<file path="src/rtl/audio_buffer_player_pkg.sv">
// Shared buffer constants for the audio buffer player and its I2S back end.
package audio_buffer_player_pkg;
  localparam int BUFFER_ADDR_BITS = 9;
  localparam int BYTES_PER_FRAME  = 4;
  localparam int SAMPLE_W         = 16;
  localparam int FRAME_W          = 2 * SAMPLE_W;

  // Bit offset of each buffer byte inside the {L,R} frame (L_lo, L_hi, R_lo, R_hi).
  function automatic logic [4:0] lane_lsb(input logic [1:0] b);
    case (b)
      2'd0:    lane_lsb = 5'd16;
      2'd1:    lane_lsb = 5'd24;
      2'd2:    lane_lsb = 5'd0;
      default: lane_lsb = 5'd8;
    endcase
  endfunction
endpackage

</file>
<file path="src/rtl/audio_buffer_player_i2s_serializer.sv">
// Free-running BCLK divider, 32-bit frame shifter and I2S word select.
module i2s_serializer
  import audio_buffer_player_pkg::*;
#(
  parameter int HALF = 71
) (
  input  logic               clk,
  input  logic               rst_n,
  input  logic [FRAME_W-1:0] i_frame,
  output logic               o_load,
  output logic               o_bclk,
  output logic               o_lrclk,
  output logic               o_data
);
  localparam int DW = (HALF > 1) ? $clog2(HALF) : 1;

  logic [DW-1:0]      r_div;
  logic               r_bclk, r_lr, r_data;
  logic [4:0]         r_bit;
  logic [FRAME_W-1:0] r_sh;
  logic               w_tog, w_fall;
  logic [4:0]         w_next_bit;

  assign w_tog      = (r_div == DW'(HALF - 1));
  assign w_fall     = w_tog & r_bclk;
  assign w_next_bit = r_bit + 5'd1;
  assign o_load     = w_fall && (r_bit == 5'd31);
  assign o_bclk     = r_bclk;
  assign o_lrclk    = r_lr;
  assign o_data     = r_data;

  always_ff @(posedge clk or negedge rst_n) begin
    if (!rst_n) begin
      r_div  <= '0;
      r_bclk <= 1'b0;
      r_bit  <= '0;
      r_lr   <= 1'b0;
      r_data <= 1'b0;
      r_sh   <= '0;
    end else begin
      r_div <= w_tog ? '0 : r_div + DW'(1);
      if (w_tog) r_bclk <= ~r_bclk;
      if (w_fall) begin
        r_bit <= w_next_bit;
        // Word select runs one bit ahead of the data word it names.
        r_lr  <= (w_next_bit >= 5'd15) && (w_next_bit <= 5'd30);
        if (o_load) begin
          r_data <= i_frame[FRAME_W-1];
          r_sh   <= {i_frame[FRAME_W-2:0], 1'b0};
        end else begin
          r_data <= r_sh[FRAME_W-1];
          r_sh   <= {r_sh[FRAME_W-2:0], 1'b0};
        end
      end
    end
  end
endmodule

</file>
<file path="src/rtl/audio_buffer_player.sv">
// Ping-pong buffer reader: fetches one stereo frame ahead and feeds the I2S serializer.
module audio_buffer_player
  import audio_buffer_player_pkg::*;
#(
  parameter int BCLK_HALF_PERIOD = 71,
  parameter int RAM_RD_LATENCY   = 2
) (
  input  logic                        clk,
  input  logic                        rst_n,
  input  logic                        enable_i,
  input  logic                        audio_buffer_filled_i,
  output logic                        audio_buffer_empty_o,
  output logic                        buffer_active_sel_o,
  output logic [BUFFER_ADDR_BITS-1:0] buffer_rd_addr_o,
  input  logic [7:0]                  ram_rd_data_i,
  output logic                        i2s_bclk_o,
  output logic                        i2s_lrclk_o,
  output logic                        i2s_data_o,
  output logic                        underrun_o
);
  localparam int LAT = RAM_RD_LATENCY;

  typedef enum logic [1:0] {WAIT_SWAP, FETCH, HOLD} state_t;

  state_t                      r_state, w_state_n;
  logic                        r_empty, r_sel, r_issued, r_staged, r_underrun;
  logic [BUFFER_ADDR_BITS-1:0] r_addr;
  logic [FRAME_W-1:0]          r_stage;
  logic [LAT:1]                r_vld_pipe;
  logic [LAT:1][1:0]           r_tag_pipe;
  logic                        w_issue, w_swap, w_load, w_fetch_done;
  logic [FRAME_W-1:0]          w_frame;

  assign w_fetch_done = r_vld_pipe[LAT] && (r_tag_pipe[LAT] == 2'd3);
  assign w_frame      = (enable_i && r_staged) ? r_stage : '0;

  always_comb begin
    w_state_n = r_state;
    w_issue   = 1'b0;
    w_swap    = 1'b0;
    case (r_state)
      WAIT_SWAP: if (enable_i && audio_buffer_filled_i) begin
        w_swap    = 1'b1;
        w_state_n = FETCH;
      end
      FETCH: begin
        w_issue = enable_i && !r_issued;
        if (w_fetch_done) w_state_n = HOLD;
      end
      HOLD: if (w_load && enable_i)
        w_state_n = (r_addr == '0) ? WAIT_SWAP : FETCH;
      default: w_state_n = WAIT_SWAP;
    endcase
  end

  always_ff @(posedge clk or negedge rst_n) begin
    if (!rst_n) begin
      r_state    <= WAIT_SWAP;
      r_empty    <= 1'b1;
      r_sel      <= 1'b0;
      r_addr     <= '0;
      r_issued   <= 1'b0;
      r_staged   <= 1'b0;
      r_underrun <= 1'b0;
      r_stage    <= '0;
      r_vld_pipe <= '0;
      r_tag_pipe <= '0;
    end else begin
      r_state <= w_state_n;
      r_empty <= (w_state_n == WAIT_SWAP);
      if (w_swap) begin
        r_sel  <= ~r_sel;
        r_addr <= '0;
      end else if (w_issue) begin
        r_addr <= r_addr + BUFFER_ADDR_BITS'(1);
      end
      if (w_issue && r_addr[1:0] == 2'd3) r_issued <= 1'b1;
      else if (w_fetch_done)              r_issued <= 1'b0;
      // In-flight reads always drain so a pause never strands a half-built frame.
      for (int i = LAT; i > 1; i--) begin
        r_vld_pipe[i] <= r_vld_pipe[i-1];
        r_tag_pipe[i] <= r_tag_pipe[i-1];
      end
      r_vld_pipe[1] <= w_issue;
      r_tag_pipe[1] <= r_addr[1:0];
      if (r_vld_pipe[LAT]) r_stage[lane_lsb(r_tag_pipe[LAT]) +: 8] <= ram_rd_data_i;
      if (w_fetch_done)              r_staged <= 1'b1;
      else if (w_load && enable_i)   r_staged <= 1'b0;
      if (w_load && enable_i && !r_staged) r_underrun <= 1'b1;
    end
  end

  i2s_serializer #(.HALF(BCLK_HALF_PERIOD)) u_ser (
    .clk     (clk),
    .rst_n   (rst_n),
    .i_frame (w_frame),
    .o_load  (w_load),
    .o_bclk  (i2s_bclk_o),
    .o_lrclk (i2s_lrclk_o),
    .o_data  (i2s_data_o)
  );

  assign audio_buffer_empty_o = r_empty;
  assign buffer_active_sel_o  = r_sel;
  assign buffer_rd_addr_o     = r_addr;
  assign underrun_o           = r_underrun;
endmodule

</file>
<file path="config.mk">
export PLATFORM = sky130hd
export DESIGN_NAME = audio_buffer_player
export DESIGN_NICKNAME = d
export VERILOG_FILES = /design/src/rtl/audio_buffer_player_pkg.sv /design/src/rtl/audio_buffer_player_i2s_serializer.sv /design/src/rtl/audio_buffer_player.sv
export SDC_FILE = /design/constraint.sdc
export NUM_CORES = 1
export LEC_CHECK = 0
export ABC_CLOCK_PERIOD_IN_PS = 1890
export CAP_MARGIN = 5
export CORE_MARGIN = 2
export CORE_UTILIZATION = 39
export CTS_CLUSTER_SIZE = 20
export DETAILED_ROUTE_END_ITERATION = 8
export PLACE_DENSITY = 0.62
export SLEW_MARGIN = 30
export SYNTH_ARGS = -nofsm -noshare
export SYNTH_HDL_FRONTEND = slang
export SYNTH_SLANG_ARGS = --single-unit
</file>
<file path="constraint.sdc">
create_clock -name clk -period 1.89 [get_ports clk]
set_input_delay 0.4725 -clock clk [delete_from_list [all_inputs] [get_ports clk]]
set_output_delay 0.4725 -clock clk [all_outputs]
set_load 0.1 [all_outputs]
</file>
==> results summary <==
The run finished with clean final reports. The part of the cycle the worst path needs is 94.29%. The region available for standard cell placement spans approximately 11000 um2. The slew at the pin closest to its max-slew limit came out at between 400 and 500 ps. The root buffer cell is sky130_fd_sc_hd__clkbuf_8. The overall routed net length is between 9000 and 10000 um.

Static timing analysis puts the maximum clock frequency at between 500 and 600 MHz. After synthesis, the netlist uses 45 different library cells. The iteration count of the initial detailed-routing pass is 4. The number of vias per cell after detailed routing came out at about 5.3.

The finished layout holds 564 standard cells, fillers aside. In this run the deepest clock path goes through 2 buffers. The number of nets in the synthesized netlist is 404.

The via count of the first global-routing pass was between 3000 and 4000. The total number of yosys warnings is 0. The initial utilization of the core area, before any placement, comes to 39.94%. The min-delay analysis places its worst path in the category reg2reg.

At the placement stage, the worst setup path has a slack of approximately 28 ps. The overall track demand over capacity in global routing is roughly 18%. Port buffering added 26 buffers. The switching power as a share of total power is 26.86%. The clock reaches the later pin of the worst-skew pair after roughly 360 ps. The total net switching power came out at approximately 1100 uW. Synthesis handed over a netlist of roughly 380 instances. The worst setup margin is 108.0 ps. Entering global routing, the biggest net connects 42 pins. Combinational cells account for approximately 12% of the total power.

The synthesized area per cell came out at ~11 um2. The share of post-route cells with drive strength above 1 came out at a little under a fifth. The total DRC errors in the routed layout is 0. The y dimension of the die is 109.1 um.

STA classifies the critical path startpoint as a flop. At the end of routability-driven placement, the weighted congestion stood at slightly below 0.8. The initial antenna violation count came to 0. The HPWL after detailed placement is ~6100 um. The count of flip-flops with a built-in enable after synthesis came out at 0.

The power share of the sequential group is a little under three fifths. The final layout net count came out at roughly 450. The final number of setup-violating endpoints came out at 0. The total power divided by cell area came out at approximately 760 nW/um2. The endpoint arrival time on the critical path came out at 2030 ps. The number of antenna diodes is 0.

Of all flip-flops after synthesis, the portion carrying an async set or reset was between 90% and 100%. The total non-filler cell area in the finished layout is roughly 5300 um2. The final-report max-slew violation count is 0.

Across the run, the number of max-cap violations was 0. The critical path is of the reg2reg type. The post-detailed-placement cell area came out at a little over 5000 um2. The global route total overflow is 0. The total I/O pin count is 27. The first global-routing pass estimated 16080 um of wire. The die width came out at 109.1 um. The floorplan die area came out at ~12000 um2.

The worst-case reg-to-reg path depth came out at 8. The number of register bits inferred by synthesis is 100. The total clock buffers created by CTS is 9. TritonCTS built the clock tree. The TritonCTS sink count is 100. The maximum net fanout on the critical path is 32. The internal power component is 2909 uW.

The initial DRC count came out at 189. The peak supply drop is between 600 and 700 uV. Setup repair after global routing could not meet its margin everywhere.

The leakage component of the power came out at 0.002484 uW. The layout filler cell count is between 900 and 1000. The worst path required time came out at approximately 2100 ps. Along the worst hold path, the cell count comes to 0.

After floorplanning, the core was divided into 38 placement rows. For this run, the leading register cell type out of synthesis is sky130_fd_sc_hd__dfrtp_1. The sequential element share of the synthesized area is between 50 and 60%.

The synthesized area came out at between 4000 and 5000 um2. The worst pin sits at a relative slew slack of 68.34%. The number of placed instances, taps included, is between 500 and 600.

The layout-stage area growth over the synthesis result came out at 21.94%. The total number of H-tree levels is 3. The worst setup path is captured at a flop.

The clock-pin slew reported for the worst setup and hold paths after clock tree synthesis came out at roughly 90 ps. The clock group share of total power came out at roughly 32%. Clock skew on the completed layout was measured at 6.487 ps. The hold violation total from the final report came out at 0. The routed via count came out at approximately 3000.

The final routed wire length divided by cell count came out at approximately 16 um. The remaining number of nets flagged by the antenna check after routing came out at 0. The final critical-path required period is 1782 ps.
stage by stage:
step	hold slack, ps	power, uW	TNS, ps	utilization (%)
floorplan	176.9	2520	-65.25	-
detailed placement	338.1	2747	0	46.65
finish	357.2	3977	0	48.70
global placement	334.4	2741	0	46.65
CTS	357.8	4032	0	48.41
global route	359.8	4133	-366.9	48.70
layer usage:
layer	up-vias	wire [um]	share of wire (%)	global-route usage (%)
li1	1429	-	-	-
met1	1518	4170	45	23.44
met2	61	4613	50	28.13
met3	8	415	4.5	4.184
met4	0	102	1.1	5.769
met5	-	0	0	0
cell usage after synthesis (2+ instances only):
master,count,area [um2]
sky130_fd_sc_hd__buf_6,2,22.52
sky130_fd_sc_hd__dfrtp_1,99,2477
sky130_fd_sc_hd__o21ai_0,4,20.02
sky130_fd_sc_hd__nor2_1,87,326.6
sky130_fd_sc_hd__and3_1,4,25.02
sky130_fd_sc_hd__buf_4,2,15.01
sky130_fd_sc_hd__nor4_1,2,12.51
sky130_fd_sc_hd__a221oi_1,29,254.0
sky130_fd_sc_hd__a221oi_2,2,30.03
sky130_fd_sc_hd__xnor2_1,6,52.55
sky130_fd_sc_hd__a22o_1,24,210.2
sky130_fd_sc_hd__a21oi_1,2,10.01
sky130_fd_sc_hd__nand3_1,10,50.05
sky130_fd_sc_hd__nand2_1,18,67.56
sky130_fd_sc_hd__inv_1,10,37.54
sky130_fd_sc_hd__and4b_1,2,20.02
sky130_fd_sc_hd__a31oi_1,2,12.51
sky130_fd_sc_hd__clkbuf_1,9,33.78
sky130_fd_sc_hd__ha_1,14,175.2
sky130_fd_sc_hd__nand4_1,4,25.02
sky130_fd_sc_hd__mux2_2,8,90.09
sky130_fd_sc_hd__buf_2,4,20.02
sky130_fd_sc_hd__and2_1,2,12.51
sky130_fd_sc_hd__xor2_1,11,96.34
path summary, 6_finish.rpt:
check,startpoint,to,slack (ps)
setup / recovery,u_ser.r_bit[0],u_ser.r_sh[18],110
hold / removal,r_tag_pipe[0],r_tag_pipe[2],360
setup reg to reg,u_ser.r_bit[0],u_ser.r_sh[18],110
hold reg to reg,r_tag_pipe[0],r_tag_pipe[2],360
max in group asynchronous,rst_n,audio_buffer_empty_o,810
min in group asynchronous,rst_n,u_ser.o_data,520
sequential cells by signal (all words and copies together), names as in the netlist:
name                  flops
u_ser.r_div               7
audio_buffer_empty_o      1
underrun_o                1
u_ser.o_lrclk             1
r_state                   2
buffer_active_sel_o       1
r_stage                  32
u_ser.r_sh               31
r_vld_pipe                2
buffer_rd_addr_o          9
u_ser.o_data              1
u_ser.o_bclk              1
r_issued                  1
r_tag_pipe                4
u_ser.r_bit               5
r_staged                  1
power groups by stage:
stage	clock network (uW)	registers, uW	logic, uW
after floorplan	0	2440	84.1
after global placement	0	2280	457
after detailed placement	0	2290	461
after CTS	1320	2240	465
after global routing	1390	2250	488
final	1280	2240	457
layout make-up:
cell class | count | area, um2 | share of cell area [%]
tap | 140 | 175.2 | 3.333
inverter | 10 | 37.54 | 0.7141
clock inverter | 3 | 21.27 | 0.4047
timing repair buffer | 48 | 650.6 | 12.38
sequential | 100 | 2506 | 47.68
clock buffer | 13 | 158.9 | 3.023
multi-input combinational | 250 | 1707 | 32.47
timing repair:
action                                 4_1_cts  5_1_grt
gates resized for setup                      0        7
hold buffers                                 1        0
endpoints found under the hold margin       14        0
setup endpoints to repair                    0       28
buffers inserted                             0        0
cells in the final DEF, fill, tap and decap left out, types with 2 or more instances in the layout:
master                            instances
sky130_fd_sc_hd__dfrtp_1                 97
sky130_fd_sc_hd__nor2_1                  86
sky130_fd_sc_hd__a221oi_1                25
sky130_fd_sc_hd__a22o_1                  24
sky130_fd_sc_hd__buf_12                  21
sky130_fd_sc_hd__nand2_1                 16
sky130_fd_sc_hd__buf_4                   16
sky130_fd_sc_hd__ha_1                    14
sky130_fd_sc_hd__xor2_1                  11
sky130_fd_sc_hd__clkbuf_8                11
sky130_fd_sc_hd__inv_1                   10
sky130_fd_sc_hd__nand3_1                 10
sky130_fd_sc_hd__clkdlybuf4s50_1         10
sky130_fd_sc_hd__mux2_2                   8
sky130_fd_sc_hd__xnor2_1                  6
sky130_fd_sc_hd__a221oi_2                 6
sky130_fd_sc_hd__and3_1                   4
sky130_fd_sc_hd__o21ai_0                  4
sky130_fd_sc_hd__nand4_1                  4
sky130_fd_sc_hd__nand2_2                  3
sky130_fd_sc_hd__and4b_1                  2
sky130_fd_sc_hd__nor4_1                   2
sky130_fd_sc_hd__a31oi_1                  2
sky130_fd_sc_hd__a21oi_1                  2
sky130_fd_sc_hd__dfrtp_2                  2
sky130_fd_sc_hd__clkbuf_1                 2
logic make-up (layout without fill, tap and decap cells):
kind of cell / after synthesis / count (layout) / share of synthesized area, %
AO/OA/AOI/OAI: 70 / 70 / 13.85
XOR/XNOR: 17 / 17 / 3.454
adder cells (fa/ha/maj): 14 / 14 / 4.064
buffers and inverters: 28 / 74 / 3.106
flip-flops: 100 / 100 / 58.08
multiplexers: 8 / 8 / 2.090
AND/OR/NAND/NOR: 141 / 141 / 15.36
critical path: stages (launching register included):
cell and delay, ps:
sky130_fd_sc_hd__dfrtp_1 400, sky130_fd_sc_hd__ha_1 220, sky130_fd_sc_hd__and3_1 180, sky130_fd_sc_hd__ha_1 220
sky130_fd_sc_hd__nand2_2 90, sky130_fd_sc_hd__nor2_2 50, sky130_fd_sc_hd__buf_12 160, sky130_fd_sc_hd__a221oi_1 270
sky130_fd_sc_hd__nor2_1 70
(Power assumes the default switching activity.)
